===== src/rtl/imem_loader.sv =====
// imem_loader: parses a framed byte stream and writes it into instruction memory.
// Holds the CPU while a frame is being loaded and flags range/checksum errors.
module imem_loader #(
  parameter int         MEM_DEPTH = 2048,
  parameter logic [7:0] SYNC_BYTE = 8'hA5
) (
  input  logic        clk,
  input  logic        rst_n,
  input  logic [7:0]  in_data,
  input  logic        in_valid,
  output logic        in_ready,
  input  logic        mem_ready,
  output logic        mem_we,
  output logic [10:0] mem_waddr,
  output logic [7:0]  mem_wdata,
  output logic        cpu_hold,
  output logic        done,
  output logic        err,
  output logic [1:0]  err_code
);

  typedef enum logic [3:0] {
    S_IDLE,
    S_A0,
    S_A1,
    S_L0,
    S_L1,
    S_DATA,
    S_CHK,
    S_DONE,
    S_ERR
  } state_t;

  state_t      state;
  state_t      state_n;
  logic [15:0] addr_q;
  logic [15:0] len_q;
  logic [7:0]  xsum_q;
  logic        acc;
  logic        is_sync;
  logic [15:0] len_full;
  logic [16:0] end_addr;
  logic        range_bad;
  logic        len_zero;
  logic        chk_ok;

  // Ready decode: DATA follows memory backpressure, DONE/ERR refuse input.
  always_comb begin
    in_ready = 1'b0;
    unique case (1'b1)
      (state == S_DATA): in_ready = mem_ready;
      (state == S_DONE),
      (state == S_ERR):  in_ready = 1'b0;
      default:           in_ready = 1'b1;
    endcase
    in_ready = in_ready & rst_n;
  end

  assign acc       = in_valid & in_ready;
  assign is_sync   = (in_data == SYNC_BYTE);
  assign len_full  = {in_data, len_q[7:0]};
  assign end_addr  = {1'b0, addr_q} + {1'b0, len_full};
  assign range_bad = (end_addr > 17'(MEM_DEPTH));
  assign len_zero  = (len_full == 16'd0);
  assign chk_ok    = (in_data == xsum_q);

  assign cpu_hold  = (state != S_IDLE);
  assign done      = (state == S_DONE);

  // State register.
  always_ff @(posedge clk or negedge rst_n) begin
    if (!rst_n) state <= S_IDLE;
    else        state <= state_n;
  end

  // Next-state logic: one accepted byte advances each header field.
  always_comb begin
    state_n = state;
    unique case (state)
      S_IDLE: if (acc && is_sync) state_n = S_A0;
      S_A0:   if (acc) state_n = S_A1;
      S_A1:   if (acc) state_n = S_L0;
      S_L0:   if (acc) state_n = S_L1;
      S_L1: begin
        if (acc) begin
          if (range_bad)     state_n = S_ERR;
          else if (len_zero) state_n = S_CHK;
          else               state_n = S_DATA;
        end
      end
      S_DATA: if (acc && len_q == 16'd1) state_n = S_CHK;
      S_CHK:  if (acc) state_n = chk_ok ? S_DONE : S_ERR;
      S_DONE: state_n = S_IDLE;
      S_ERR:  state_n = S_IDLE;
      default: state_n = S_IDLE;
    endcase
  end

  // Datapath: header capture, write pipeline register, running XOR, error flags.
  always_ff @(posedge clk or negedge rst_n) begin
    if (!rst_n) begin
      addr_q    <= '0;
      len_q     <= '0;
      xsum_q    <= '0;
      mem_we    <= 1'b0;
      mem_waddr <= '0;
      mem_wdata <= '0;
      err       <= 1'b0;
      err_code  <= 2'b00;
    end else begin
      mem_we <= 1'b0;
      if (acc) begin
        unique case (state)
          S_IDLE: begin
            if (is_sync) begin
              xsum_q   <= '0;
              err      <= 1'b0;
              err_code <= 2'b00;
            end
          end
          S_A0: addr_q[7:0]  <= in_data;
          S_A1: addr_q[15:8] <= in_data;
          S_L0: len_q[7:0]   <= in_data;
          S_L1: begin
            len_q[15:8] <= in_data;
            if (range_bad) begin
              err      <= 1'b1;
              err_code <= 2'b01;
            end
          end
          S_DATA: begin
            mem_we    <= 1'b1;
            mem_waddr <= addr_q[10:0];
            mem_wdata <= in_data;
            addr_q    <= addr_q + 16'd1;
            len_q     <= len_q - 16'd1;
            xsum_q    <= xsum_q ^ in_data;
          end
          S_CHK: begin
            if (!chk_ok) begin
              err      <= 1'b1;
              err_code <= 2'b10;
            end
          end
          default: ;
        endcase
      end
    end
  end

endmodule


===== config.mk =====
export PLATFORM = sky130hd
export DESIGN_NAME = imem_loader
export DESIGN_NICKNAME = d
export VERILOG_FILES = /design/src/rtl/imem_loader.sv
export SDC_FILE = /design/constraint.sdc
export NUM_CORES = 1
export LEC_CHECK = 0
export CAP_MARGIN = 0
export CORE_MARGIN = 2
export CORE_UTILIZATION = 45
export DETAILED_ROUTE_END_ITERATION = 8
export PLACE_DENSITY = 0.76
export SLEW_MARGIN = 20
export SYNTH_ARGS = -nofsm -noshare
export SYNTH_HDL_FRONTEND = slang
export SYNTH_SLANG_ARGS = --single-unit

===== constraint.sdc =====
create_clock -name clk -period 4.25 [get_ports clk]
set_clock_uncertainty 0.1 [all_clocks]
set_input_delay 0.85 -clock clk [delete_from_list [all_inputs] [get_ports clk]]
set_output_delay 0.85 -clock clk [all_outputs]
set_load 0.01 [all_outputs]

==> results.sh, run 1 <==
export IMPL_avgSynthCellArea_sq_um=8.15
export IMPL_root_buffer="clkbuf_8"
export IMPL_synth_ff_latch_count=67
export IMPL_worst_pin_slew_ps=1060
export IMPL_hold_path_class="flip-flop to flip-flop"
export IMPL_holdPathEnd="mem_waddr[8]"
export IMPL_hold_viol_final=0
export IMPL_synth_xor_area_frac=0.0274
export IMPL_synth_top_family_by_area="compound AO/OA/AOI/OAI gates"
export IMPL_cp_slowest_cell="or4_1"
export IMPL_p_sw_mw=1.71
export IMPL_area_delta_synth_final_pct=16.0
export IMPL_ctsHoldBuffers=0
export IMPL_drtIter0Drc=453
export IMPL_r2r_start="addr_q[0]"
export IMPL_grt_setup_unrepaired="false"
export IMPL_clockBufferDepth=2
export IMPL_wl_per_cell_microns=16.8
export IMPL_diodes=0
export IMPL_final_core_util=0.533
export IMPL_wl_met3_microns=797
export IMPL_ys_warn_count=0
export IMPL_power_frac_clock=0.149
export IMPL_grt_pass1_wl_microns=19700
export IMPL_ys_types=69
export IMPL_rows=36
export IMPL_die_w_microns=104
export IMPL_power_density_nw_per_um2=730
export IMPL_wl_met1_microns=5220
export IMPL_clock_sinks=67
export IMPL_status="completed"
export IMPL_crit_family="compound AO/OA/AOI/OAI gates"
export IMPL_worst_r2r_setup_slack_ps=650
export IMPL_wirelength_microns=12100
export IMPL_slew_violations=0
export IMPL_timing_hold_ws_ps=376
export IMPL_setup_viol=0
export IMPL_synth_enable_flop_cells=0
export IMPL_cts_resized=0
export IMPL_arrival_ps=3890
export IMPL_hold_path_cell_count=2
export IMPL_cp_end_kind="flip-flop"
export IMPL_seq_power_share=0.332
export IMPL_yosysTopAreaCell="dfrtp_1"
export IMPL_synth_mux_area_fraction=0.0201
export IMPL_critPathMaxFanout=7
export IMPL_yosys_area_share_adder=0.0576
export IMPL_layout_nets=612
export IMPL_core_sq_um=9730
export IMPL_htree_levels=3
export IMPL_synth_nets=581
export IMPL_switching_share=0.453
export IMPL_synth_cells=549
export IMPL_finalWorstPathRequiredPeriod_ps=3730
export IMPL_syn_cell_area_sq_um=4470
export IMPL_max_freq_mhz=268
export IMPL_ys_top_cells_by_area="dfrtp_1 (37%), nand2_1 (7.2%), ha_1 (5.3%), a21oi_1 (5.3%), nor2_1 (5.0%)"
export IMPL_drc=0
export IMPL_drive_gt1_frac=0.0752
export IMPL_die_area_sq_um=10800
export IMPL_final_setup_tns_ps=0
export IMPL_critical_path_buf_inv_count=1
export IMPL_reg2reg_to="state[2]"
export IMPL_synthArstFlopShare=1.00
export IMPL_dr_pass1_iters=7
export IMPL_portBuffers=37
export IMPL_grt_max_degree=68
export IMPL_dr_wl_met2_microns=5770
export IMPL_cts_buffers=9
export IMPL_ioPinCount=38
export IMPL_min_from="mem_waddr[8]"
export IMPL_gp_congestion=0.976
export IMPL_ys_seq_area_frac=0.375
export IMPL_grt_usage=0.226
export IMPL_post_synth_and_or_nand_nor_area_fraction=0.228
export IMPL_cp_required_ps=4410
export IMPL_clk_pin_slew_ps=80
export IMPL_max_slew_margin=0.293
export IMPL_critical_path_max_stage_delay_ps=700
export IMPL_min_period_over_period=0.877
export IMPL_power_mw=3.78
export IMPL_critical_path_class="input port to flip-flop"
export IMPL_dieHeight_microns=104
export IMPL_crit_path_cell_trace="clkdlybuf4s50_1 > ha_1 > a211oi_2 > o21bai_1 > a21o_2 > a211oi_1 > mux2_1 > or4_1 > o311ai_2"
export IMPL_max_vdd_ir_drop_uv=225
export IMPL_viasPerCell=5.96
export IMPL_synth_top_cell_area_share=0.375
export IMPL_p_int_mw=2.07
export IMPL_r2r_cells=10
export IMPL_power_leakage_nw=2.24
export IMPL_cts_setup_buffers=0
export IMPL_vias=4279
export IMPL_ant_nets=0
export IMPL_synth_compound_area_frac=0.254
export IMPL_clk_latency_ps=360
export IMPL_drv_cap=0
export IMPL_highest_layer="met4"
export IMPL_power_frac_comb=0.518
export IMPL_cp_start_kind="input port"
export IMPL_place_area_sq_um=4980
export IMPL_final_cell_area_sq_um=5190
export IMPL_grt_ovfl_total=0
export IMPL_synth_ff_type="dfrtp_1"
export IMPL_initial_core_util=0.460
export IMPL_antenna_found_initial=0
export IMPL_first_global_vias=3933
export IMPL_hpwl_microns=8880
export IMPL_cts_tree="yes"
==> routing by layer <==
| layer | track usage | up-vias |
|---|---|---|
| li1 | - | 2048 |
| met1 | 0.297 | 2033 |
| met2 | 0.376 | 168 |
| met3 | 0.0434 | 30 |
| met4 | 0.0763 | 0 |
| met5 | 0 | - |
==> registers in the layout, summed over array words and instances, names as in the netlist <==
signal / count
mem_we: 1
len_q: 16
addr_q: 16
mem_waddr: 11
mem_wdata: 8
err: 1
state: 4
err_code: 2
xsum_q: 8
==> kinds of logic (layout without fill, tap and decap cells) <==
group,count (synthesis),after routing
adder cells (fa/ha/maj),20,20
buffers and inverters,42,78
AO/OA/AOI/OAI,175,175
flip-flops,67,67
multiplexers,8,8
AND/OR/NAND/NOR,223,223
XOR/XNOR,14,14
==> power groups by stage <==
stage	clock network, mW	registers [mW]	logic (mW)
after floorplan	0	1.17	1.41
after global placement	0	1.25	1.89
after detailed placement	0	1.26	1.93
after CTS	0.569	1.25	1.94
after global routing	0.603	1.30	2.17
final	0.565	1.26	1.96
==> how the worst max path moves through the flow <==
stage,startpoint,endpoint,slack [ps],cells after the start
5_1_grt,in_data[0],state[2],440,10
3_3_place_gp,in_data[1],err,230,9
4_1_cts,in_data[1],state[2],550,9
6_report,in_data[1],state[2],520,9
3_5_place_dp,in_data[1],state[2],190,9
2_1_floorplan,in_data[1],err,820,10
==> per-stage QoR <==
step | std cells | setup slack, ps
final | 718 | 524
after global routing | 718 | 437
after CTS | 718 | 552
after detailed placement | 702 | 186
after global placement | 702 | 232
after floorplan | 549 | 820
==> placed cells by master, fill, tap and decap left out, types with 11 or more instances in the layout <==
| cell | count |
|---|---|
| inv_1 | 11 |
| o21ai_0 | 45 |
| a21oi_1 | 47 |
| o22a_1 | 12 |
| nand2_1 | 86 |
| dfrtp_1 | 67 |
| nor3_1 | 13 |
| buf_4 | 13 |
| nand3_1 | 16 |
| xor2_1 | 13 |
| clkdlybuf4s50_1 | 36 |
| nor2_1 | 59 |
| ha_1 | 19 |
==> synthesized netlist by cell type, types with 6 or more instances <==
cell type   n
nand2_1    86
dfrtp_1    67
nor2_1     60
a21oi_1    47
o21ai_0    45
clkbuf_1   23
ha_1       19
nand3_1    16
nor3_1     13
xor2_1     13
o22a_1     12
inv_1      11
o21ai_1     8
a31oi_1     7
and3_1      7
nand2b_1    7
nor4_1      6
==> cell type report <==
cell class	instances	area [sq um]
clock inverter	7	83.8
tap	133	166
timing repair buffer	50	463
fill	910	4540
multi-input combinational	440	2630
inverter	12	45.0
sequential	67	1680
clock buffer	9	124
==> worst min-delay path, stage by stage, from the launching register on <==
cell and delay (ps):
dfrtp_1 340, nand2_1 50, nand2_1 50
Power figures use the tool's default switching activity.
==> run 2, diff against run 1 <==
Settings changed: PLACE_DENSITY 0.76 to 0.7, SLEW_MARGIN 20 to 10.
==> results.sh, run 2 (synthesis results as in run 1) <==
export IMPL_status="completed"
export IMPL_cp_end_kind="flip-flop"
export IMPL_min_period_over_period=0.885
export IMPL_final_setup_tns_ps=0
export IMPL_max_vdd_ir_drop_uv=249
export IMPL_power_leakage_nw=2.23
export IMPL_grt_usage=0.239
export IMPL_worst_pin_slew_ps=925
export IMPL_reg_top3="addr_q x16, len_q x16, mem_waddr x11"
export IMPL_grt_max_degree=68
export IMPL_ioPinCount=38
export IMPL_grt_setup_unrepaired="false"
export IMPL_dieHeight_microns=104
export IMPL_r2r_start="addr_q[0]"
export IMPL_core_sq_um=9730
export IMPL_final_core_util=0.531
export IMPL_grt_pass1_wl_microns=20700
export IMPL_cp_slowest_cell="or4_1"
export IMPL_arrival_ps=3910
export IMPL_area_delta_synth_final_pct=15.6
export IMPL_reg2reg_to="err"
export IMPL_setup_viol=0
export IMPL_clk_latency_ps=360
export IMPL_dr_pass1_iters=5
export IMPL_hold_viol_final=0
export IMPL_cts_tree="yes"
export IMPL_layout_nets=613
export IMPL_drive_gt1_frac=0.0735
export IMPL_mostFrequentLayoutCells="nand2_1 (86), dfrtp_1 (67), nor2_1 (59)"
export IMPL_holdPathEnd="mem_wdata[6]"
export IMPL_portBuffers=37
export IMPL_ant_nets=0
export IMPL_diodes=0
export IMPL_setup_ws_ps=489
export IMPL_clock_sinks=67
export IMPL_hpwl_microns=9120
export IMPL_hold_path_cell_count=2
export IMPL_max_slew_margin=0.382
export IMPL_die_w_microns=104
export IMPL_mostFrequentLayoutCell="nand2_1"
export IMPL_final_cell_area_sq_um=5170
export IMPL_r2r_cells=10
export IMPL_initial_core_util=0.460
export IMPL_viasPerCell=5.94
export IMPL_drtIter0Drc=396
export IMPL_placed_cells=703
export IMPL_critPathMaxFanout=7
export IMPL_root_buffer="clkbuf_8"
export IMPL_cp_required_ps=4390
export IMPL_wirelength_microns=12500
export IMPL_hold_path_class="flip-flop to flip-flop"
export IMPL_cp_start_kind="input port"
export IMPL_max_freq_mhz=266
export IMPL_cts_buffers=9
export IMPL_dpl_worst_slack_ps=171
export IMPL_critical_path_max_stage_delay_ps=710
export IMPL_power_density_nw_per_um2=728
export IMPL_gp_congestion=0.957
export IMPL_cts_setup_buffers=0
export IMPL_stdcell_count=718
export IMPL_antenna_found_initial=0
export IMPL_place_area_sq_um=4990
export IMPL_htree_levels=3
export IMPL_critical_path_class="input port to flip-flop"
export IMPL_slew_violations=0
export IMPL_drc=0
export IMPL_crit_path_cell_trace="clkdlybuf4s50_1 > ha_1 > a211oi_2 > o21bai_1 > a21o_2 > a211oi_1 > mux2_1 > or4_1 > o31a_1"
export IMPL_worst_r2r_setup_slack_ps=610
export IMPL_grt_ovfl_total=0
export IMPL_finalWorstPathRequiredPeriod_ps=3760
export IMPL_ctsHoldBuffers=0
export IMPL_vias=4265
export IMPL_min_from="mem_wdata[6]"
export IMPL_clockBufferDepth=2
export IMPL_cts_resized=0
export IMPL_wl_per_cell_microns=17.3
export IMPL_drv_cap=0
export IMPL_first_global_vias=3973
export IMPL_die_area_sq_um=10800
export IMPL_clk_pin_slew_ps=70
export IMPL_rows=36
[run 2: cell types whose count changed in the layout (fill, tap and decap cells not counted), sizes merged]
cell	previous run	this run
clkinvlp	1	2
clkbuf	9	10
buf	14	15
inv	14	11
[run 2: critical path, delay by kind of cell]
kind / cells / cell delay (ps)
AOI/OAI and AO/OA: 5 / 1150
adders and majority gates: 1 / 360
buffers and inverters: 1 / 490
muxes: 1 / 340
and+or+nand+nor: 1 / 710
[run 2: routing by layer]
layer / up-vias / global-route usage / wire (microns)
met5: - / 0 / 0
met4: 0 / 0.105 / 371
met3: 23 / 0.0365 / 838
met2: 158 / 0.372 / 5810
met1: 2021 / 0.331 / 5440
li1: 2063 / - / -
[run 2: worst max path at each step]
| stage | slack, ps | from | endpoint | cells past startpoint |
|---|---|---|---|---|
| CTS | 530 | in_data[1] | err | 9 |
| detailed placement | 170 | in_data[1] | err | 9 |
| global route | 330 | in_data[2] | state[2] | 9 |
| finish | 490 | in_data[1] | err | 9 |
| global placement | 200 | in_data[1] | err | 9 |
| floorplan | 820 | in_data[1] | err | 10 |
[run 2: area by class of cell]
type                       count  area (sq um)
sequential                    67          1680
clock inverter                 5          55.1
tap                          133           166
clock buffer                  10           128
timing repair buffer          51           470
inverter                      12          45.0
multi-input combinational    440          2630
fill                         917          4560
[run 2: power breakdown]
part | switching (mW) | total, mW | leakage [nW] | internal (mW)
Combinational | 1.09 | 1.98 | 1.30 | 0.890
Clock | 0.251 | 0.516 | 0.0881 | 0.266
Sequential | 0.356 | 1.26 | 0.846 | 0.906
[run 2: per-stage QoR]
| stage | hold slack, ps | total power [mW] |
|---|---|---|
| 2_1_floorplan | 354 | 2.58 |
| 3_3_place_gp | 359 | 3.17 |
| 3_5_place_dp | 362 | 3.22 |
| 4_1_cts | 381 | 3.75 |
| 5_1_grt | 406 | 4.08 |
| 6_report | 375 | 3.76 |
==> run 3, diff against run 2 <==
Settings changed: ABC_CLOCK_PERIOD_IN_PS from default to 4250.
==> results of run 3 <==
The final DEF is identical to that of run 2; final timing and power are the same.
